## config.mk

```make
export PLATFORM = sky130hd
export DESIGN_NAME = result_writeback
export DESIGN_NICKNAME = d
export VERILOG_FILES = /design/src/rtl/sc_pkg.sv /design/src/rtl/result_fifo.sv /design/src/rtl/result_writeback.sv
export SDC_FILE = /design/constraint.sdc
export NUM_CORES = 2
export LEC_CHECK = 0
export ABC_AREA = 1
export CORE_AREA = 2 2 354 356
export CTS_BUF_LIST = sky130_fd_sc_hd__clkbuf_2
export DETAILED_ROUTE_END_ITERATION = 12
export DIE_AREA = 0 0 356 358
export PLACE_DENSITY = 0.67
export RECOVER_POWER = 100
export SETUP_SLACK_MARGIN = 0.4
export SLEW_MARGIN = 30
export SYNTH_ARGS = -nofsm -noshare
export SYNTH_HDL_FRONTEND = slang
export SYNTH_SLANG_ARGS = --single-unit
```

## constraint.sdc

```tcl
create_clock -name iClk -period 2.4 [get_ports iClk]
set_input_delay 0.24 -clock iClk [delete_from_list [all_inputs] [get_ports iClk]]
set_output_delay 0.24 -clock iClk [all_outputs]
set_load 0.02 [all_outputs]
```

## src/rtl/sc_pkg.sv

```systemverilog
// Shared constants and helpers for the SC PE-cube result write-back path.
package sc_pkg;

    localparam int RESULT_W       = 8;
    localparam int RESULT_NUM     = 27;
    localparam int WORDS_PER_SET  = 7;
    localparam int BYTES_PER_WORD = 4;
    localparam int SEL_W          = 3;
    localparam int IDX_W          = 5;

    // Byte j of output word sel comes from FIFO 4*sel+j.
    function automatic logic [IDX_W-1:0] fifoIndex(input logic [SEL_W-1:0] sel,
                                                   input logic [1:0]       j);
        return {sel, j};
    endfunction

endpackage

```

## src/rtl/result_fifo.sv

```systemverilog
// Synchronous FIFO with registered read; dout holds until the next pop and
// an underflowing pop returns zero.
module result_fifo #(
    parameter int DEPTH = 4,
    parameter int WIDTH = 8
) (
    input  logic             clk,
    input  logic             rst,
    input  logic             push_i,
    input  logic [WIDTH-1:0] din_i,
    input  logic             pop_i,
    output logic [WIDTH-1:0] dout_o,
    output logic             full_o,
    output logic             empty_o,
    output logic             overflow_o,
    output logic             underflow_o
);

    localparam int AW = $clog2(DEPTH);

    logic [WIDTH-1:0] mem_q [DEPTH];
    logic [AW-1:0]    wrPtr_q, rdPtr_q;
    logic [AW:0]      count_q, count_d;
    logic [WIDTH-1:0] dout_q;
    logic             doPush, doPop;

    assign empty_o     = (count_q == '0);
    assign full_o      = (count_q == (AW+1)'(DEPTH));
    assign doPop       = pop_i & ~empty_o;
    // A full FIFO still accepts a push when a pop frees a slot in the same cycle.
    assign doPush      = push_i & (~full_o | pop_i);
    assign overflow_o  = push_i & full_o & ~pop_i;
    assign underflow_o = pop_i & empty_o;
    assign dout_o      = dout_q;

    always_comb begin
        count_d = count_q;
        case ({doPush, doPop})
            2'b10:   count_d = count_q + 1'b1;
            2'b01:   count_d = count_q - 1'b1;
            default: count_d = count_q;
        endcase
    end

    always_ff @(posedge clk) begin
        if (doPush) begin
            mem_q[wrPtr_q] <= din_i;
        end
    end

    always_ff @(posedge clk) begin
        if (rst) begin
            wrPtr_q <= '0;
            rdPtr_q <= '0;
            count_q <= '0;
            dout_q  <= '0;
        end else begin
            count_q <= count_d;
            if (doPush) begin
                wrPtr_q <= wrPtr_q + 1'b1;
            end
            if (doPop) begin
                rdPtr_q <= rdPtr_q + 1'b1;
            end
            if (pop_i) begin
                dout_q <= doPop ? mem_q[rdPtr_q] : '0;
            end
        end
    end

endmodule

```

## src/rtl/result_writeback.sv

```systemverilog
// Buffers per-PE results in FIFOs and packs four results per 32-bit word
// onto the output RAM write port under controller sequencing.
module result_writeback
    import sc_pkg::*;
#(
    parameter int RESULT_NUM = sc_pkg::RESULT_NUM,
    parameter int RESULT_W   = sc_pkg::RESULT_W,
    parameter int FIFO_DEPTH = 4,
    parameter int RAM_DEPTH  = 2048
) (
    input  logic                           iClk,
    input  logic                           iRst,
    input  logic [RESULT_NUM-1:0]          iResultValid,
    input  logic [RESULT_NUM*RESULT_W-1:0] iResult,
    output logic                           oAllResultFifoHasData,
    input  logic [RESULT_NUM-1:0]          iResultRdEn,
    input  logic                           iWriteEn,
    input  logic [$clog2(RAM_DEPTH)-1:0]   iAddrWr,
    input  logic [SEL_W-1:0]               iResultFifoSel,
    output logic                           oRamWe,
    output logic [$clog2(RAM_DEPTH)-1:0]   oRamAddr,
    output logic [31:0]                    oRamWData,
    output logic                           oOverflow,
    output logic                           oUnderflow
);

    localparam int AW      = $clog2(RAM_DEPTH);
    localparam int PAD_NUM = (1 << SEL_W) * BYTES_PER_WORD;

    logic [RESULT_NUM-1:0] fifoFull, fifoEmpty, fifoOvf, fifoUnf;
    logic [RESULT_W-1:0]   fifoDout   [RESULT_NUM];
    logic [RESULT_W-1:0]   paddedDout [PAD_NUM];
    logic                  unusedFull;

    logic          ramWe_q;
    logic [AW-1:0] ramAddr_q;
    logic [31:0]   ramWData_q, ramWData_d;
    logic          overflow_q, overflow_d, underflow_q, underflow_d;

    for (genvar n = 0; n < RESULT_NUM; n++) begin : gFifo
        result_fifo #(.DEPTH(FIFO_DEPTH), .WIDTH(RESULT_W)) uFifo (
            .clk         (iClk),
            .rst         (iRst),
            .push_i      (iResultValid[n]),
            .din_i       (iResult[n*RESULT_W +: RESULT_W]),
            .pop_i       (iResultRdEn[n]),
            .dout_o      (fifoDout[n]),
            .full_o      (fifoFull[n]),
            .empty_o     (fifoEmpty[n]),
            .overflow_o  (fifoOvf[n]),
            .underflow_o (fifoUnf[n])
        );
    end

    // Indices past the last PE read as zero so sel 6 and 7 pad cleanly.
    for (genvar p = 0; p < PAD_NUM; p++) begin : gPad
        if (p < RESULT_NUM) begin : gReal
            assign paddedDout[p] = fifoDout[p];
        end else begin : gZero
            assign paddedDout[p] = '0;
        end
    end

    assign unusedFull            = ^fifoFull;
    assign oAllResultFifoHasData = &(~fifoEmpty);

    always_comb begin
        ramWData_d = '0;
        for (int j = 0; j < BYTES_PER_WORD; j++) begin
            ramWData_d[j*RESULT_W +: RESULT_W] = paddedDout[fifoIndex(iResultFifoSel, 2'(j))];
        end
        overflow_d  = overflow_q  | (|fifoOvf);
        underflow_d = underflow_q | (|fifoUnf);
    end

    always_ff @(posedge iClk) begin
        if (iRst) begin
            ramWe_q     <= 1'b0;
            ramAddr_q   <= '0;
            ramWData_q  <= '0;
            overflow_q  <= 1'b0;
            underflow_q <= 1'b0;
        end else begin
            ramWe_q     <= iWriteEn;
            overflow_q  <= overflow_d;
            underflow_q <= underflow_d;
            if (iWriteEn) begin
                ramAddr_q  <= iAddrWr;
                ramWData_q <= ramWData_d;
            end
        end
    end

    assign oRamWe     = ramWe_q;
    assign oRamAddr   = ramAddr_q;
    assign oRamWData  = ramWData_q;
    assign oOverflow  = overflow_q;
    assign oUnderflow = underflow_q;

endmodule

```

==> impl_metrics.ini <==
[finish]
nFillCells = 10600
num-nets-final = 7189
drive_gt1_frac = 0.125
syn2layout_area_growth_pct = 28.1

[logic_synthesis]
synth_top_area_frac = 0.470
synth.distinct_cells = 25
synth_edf_count = 864
synth-seq-area-share = 0.653
yosysWarningCount = 0
syn_area_mm2 = 0.0552
postSynthAreaPerCell_um2 = 10.2
synth_area_leaders = edfxtp_1 (47%), dfxtp_1 (18%), o21ai_0 (8.5%), nor2_1 (7.0%), a21oi_1 (4.4%)
yosys.area.top_type = edfxtp_1
yosys.cell_count.top_type = nor2_1
syn_nets = 5861
ys_seq_elements = 1369
ys_async_sr_fraction = 0
syn_inst = 5412
synthTopCellsByCount = nor2_1 (1024), o21ai_0 (936), edfxtp_1 (864)
synthFlopType = edfxtp_1

[power]
switching_share = 0.356
clockPowerShare = 0.255
finalPower_mw = 62.9
power_density_mw_per_mm2 = 890
seqPwrFrac = 0.477
leakagePower_nw = 26.4
peakVddDrop_mv = 0.518
p_sw_mw = 22.4
power_frac_comb = 0.268
power.internal_mw = 40.6

[die]
io_pins = 334
initial_core_util = 0.448
row_count = 129
dieArea_mm2 = 0.127
die-height_um = 358
core_area_mm2 = 0.123
die_x_um = 356

[drt]
vias = 43800
drt_iter0_drc = 3810
route.detailed.drc = 0
first_pass_iters = 6
ant_nets = 0
avgViaCountPerCell = 5.05
routed.top_layer = met5
wl_met1_um = 67900
wl_met2_um = 73500
wl_met3_um = 13100
routed_wirelength_um = 159000
avgRoutedWirePerCell_um = 18.3

[worst_setup_path]
rrSetupSlack_ps = 190
worstSetupStartpointType = flip-flop
crit_type = reg -> out
worst-path-max-fanout = 4
end_kind = output pin
worstPathArrival_ps = 3180
crit_chain = inv_1 -> nand2_2 -> nand4_1 -> nor2_1 -> nand3_1 -> nor2_2 -> buf_12
reg2reg_to = gFifo[7].uFifo.dout_o[3]$_SDFFE_PP0P_
reg2reg_depth = 6
slowest_delay_ps = 370
slowest_stage = dfxtp_2
worstPathRequired_ps = 2160

[sta]
skew_ps = 138
setup_slack_ps = -1020
fin_hold_ws_ps = 193
finalSetupViolCount = 410
fin_crit_sh = 1.43
timing.slew.headroom = 0.227
slew_viol_final = 0
finalHoldViolations = 0
post-route-min-period_ps = 3420
rsz0062_at_grt = true
fmax_mhz = 292
worst_pin_slew_ps = 1160

[hold_path]
hold_path_end = gFifo[6].uFifo.count_q[0]$_SDFFE_PP0P_
holdCritStartpoint = iResultRdEn[6]
min_path_cells = 7
hp-class = in -> reg

[cts]
clk_pin_slew_ps = 130
htreeDepth = 5
clock_latency_ps = 1720
cts-root-buf = clkbuf_2
cts_tree = built
clockBufferDepth = 4
cts_buffers = 358
cts_sinks = 1369

[outcome]
violations = setup timing
outcome = finished with violations

[place]
io_buffers = 333
hpwlAfterDp_um = 108000
place.gp.congestion = 0.875

[global_routing]
grt_pass1_vias = 42500
grt_use_total = 0.244
grt_pass1_wl_um = 237000
antenna_found_initial = 22
overflow = 0
grt_max_degree = 135

[flow_run]
max-cap-violations = 0
[worst max-delay path: cells and delay by family (launching register included)]
kind | cells | cell delay (ps)
flip-flops | 1 | 370
buffers and inverters | 2 | 250
AND/OR/NAND/NOR | 5 | 950
[logic make-up after synthesis]
group / synth area share
and+or+nand+nor: 0.118
buffers and inverters: 0.0482
DFF: 0.653
AOI/OAI and AO/OA: 0.141
adders and majority gates: 0.0404
[power by group through the flow]
| stage | clock, mW | sequential [mW] | combinational (mW) |
|---|---|---|---|
| 3_3_place_gp | 0 | 30.3 | 15.3 |
| 6_report | 16.0 | 30.0 | 16.9 |
| 2_1_floorplan | 0 | 29.6 | 9.98 |
| 5_1_grt | 17.8 | 30.3 | 18.8 |
| 4_1_cts | 16.4 | 29.9 | 16.7 |
| 3_5_place_dp | 0 | 30.3 | 15.6 |
[sequential cells by signal, indices dropped and copies added (netlist names), named ones only]
register / flops
oOverflow: 1
oRamWData: 32
oRamAddr: 11
oRamWe: 1
gFifo.uFifo.dout_o: 216
gFifo.uFifo.rdPtr_q: 54
gFifo.uFifo.wrPtr_q: 54
gFifo.uFifo.mem_q: 864
gFifo.uFifo.count_q: 81
oUnderflow: 1
[layer usage]
metal / global-route usage / vias up
li1: - / 21400
met1: 0.320 / 20600
met2: 0.388 / 1515
met3: 0.0676 / 280
met4: 0.0874 / 12
met5: 0 / -
[area by class of cell]
type / instances / area, um^2 / share of cell area
Antenna cell: 15 / 37.5 / 0.000531
Clock buffer: 543 / 2720 / 0.0384
Clock inverter: 94 / 524 / 0.00741
Inverter: 411 / 1550 / 0.0219
Multi-Input combinational cell: 3399 / 16700 / 0.236
Sequential cell: 1369 / 36200 / 0.512
Tap cell: 1637 / 2050 / 0.0290
Timing Repair Buffer: 1201 / 11000 / 0.155
[cells in the final DEF (no fill, tap or decap), types with 8 or more instances in the layout]
cell type	n
a21oi_1	480
a31oi_1	8
buf_4	112
buf_6	46
clkbuf_1	144
clkbuf_2	546
clkdlybuf4s50_1	66
clkinv_1	85
clkinv_2	11
dfxtp_1	431
dfxtp_2	58
dfxtp_4	16
diode_2	15
dlygate4sd3_1	814
edfxtp_1	864
fa_1	19
fa_2	8
ha_1	133
inv_1	388
inv_2	13
nand2_1	598
nand2_2	8
nand3_1	41
nand4_1	19
nor2_1	1003
nor2_2	15
o21ai_0	911
o21ai_1	73
o22ai_1	55
[per-stage QoR]
step / TNS, ps / instance area (um^2) / worst slack, ps / utilization / std cells
floorplan: 0 / 55200 / 413 / - / 5412
global route: -84000 / 70700 / -1290 / 0.574 / 8665
finish: -80980 / 70700 / -1020 / 0.574 / 8669
detailed placement: 0 / 61500 / 14.8 / 0.499 / 7405
CTS: -13350 / 71100 / -1360 / 0.576 / 8657
global placement: 0 / 61500 / 88.3 / 0.499 / 7405
[worst max path at each step]
| stage | start | endpoint | slack, ps |
|---|---|---|---|
| floorplan | gFifo[26].uFifo.count_q[1]$_SDFFE_PP0P_ | gFifo[26].uFifo.count_q[2]$_SDFFE_PP0P_ | 410 |
| global placement | iResultRdEn[26] | gFifo[26].uFifo.count_q[2]$_SDFFE_PP0P_ | 90 |
| detailed placement | iResultRdEn[26] | gFifo[26].uFifo.count_q[2]$_SDFFE_PP0P_ | 10 |
| CTS | gFifo[16].uFifo.count_q[1]$_SDFFE_PP0P_ | oAllResultFifoHasData | -1360 |
| global route | gFifo[16].uFifo.count_q[1]$_SDFFE_PP0P_ | oAllResultFifoHasData | -1290 |
| finish | gFifo[18].uFifo.count_q[2]$_SDFFE_PP0P_ | oAllResultFifoHasData | -1020 |
[repair_timing]
action / in CTS / in global routing
resized for setup: 377 / 166
pin swaps: 6 / 28
hold endpoints to repair: 2233 / 24
hold buffers: 613 / 1
cloned: 0 / 1
buffers inserted: 2 / 10
setup endpoints to repair: 52 / 304
(Power assumes the default switching activity.)
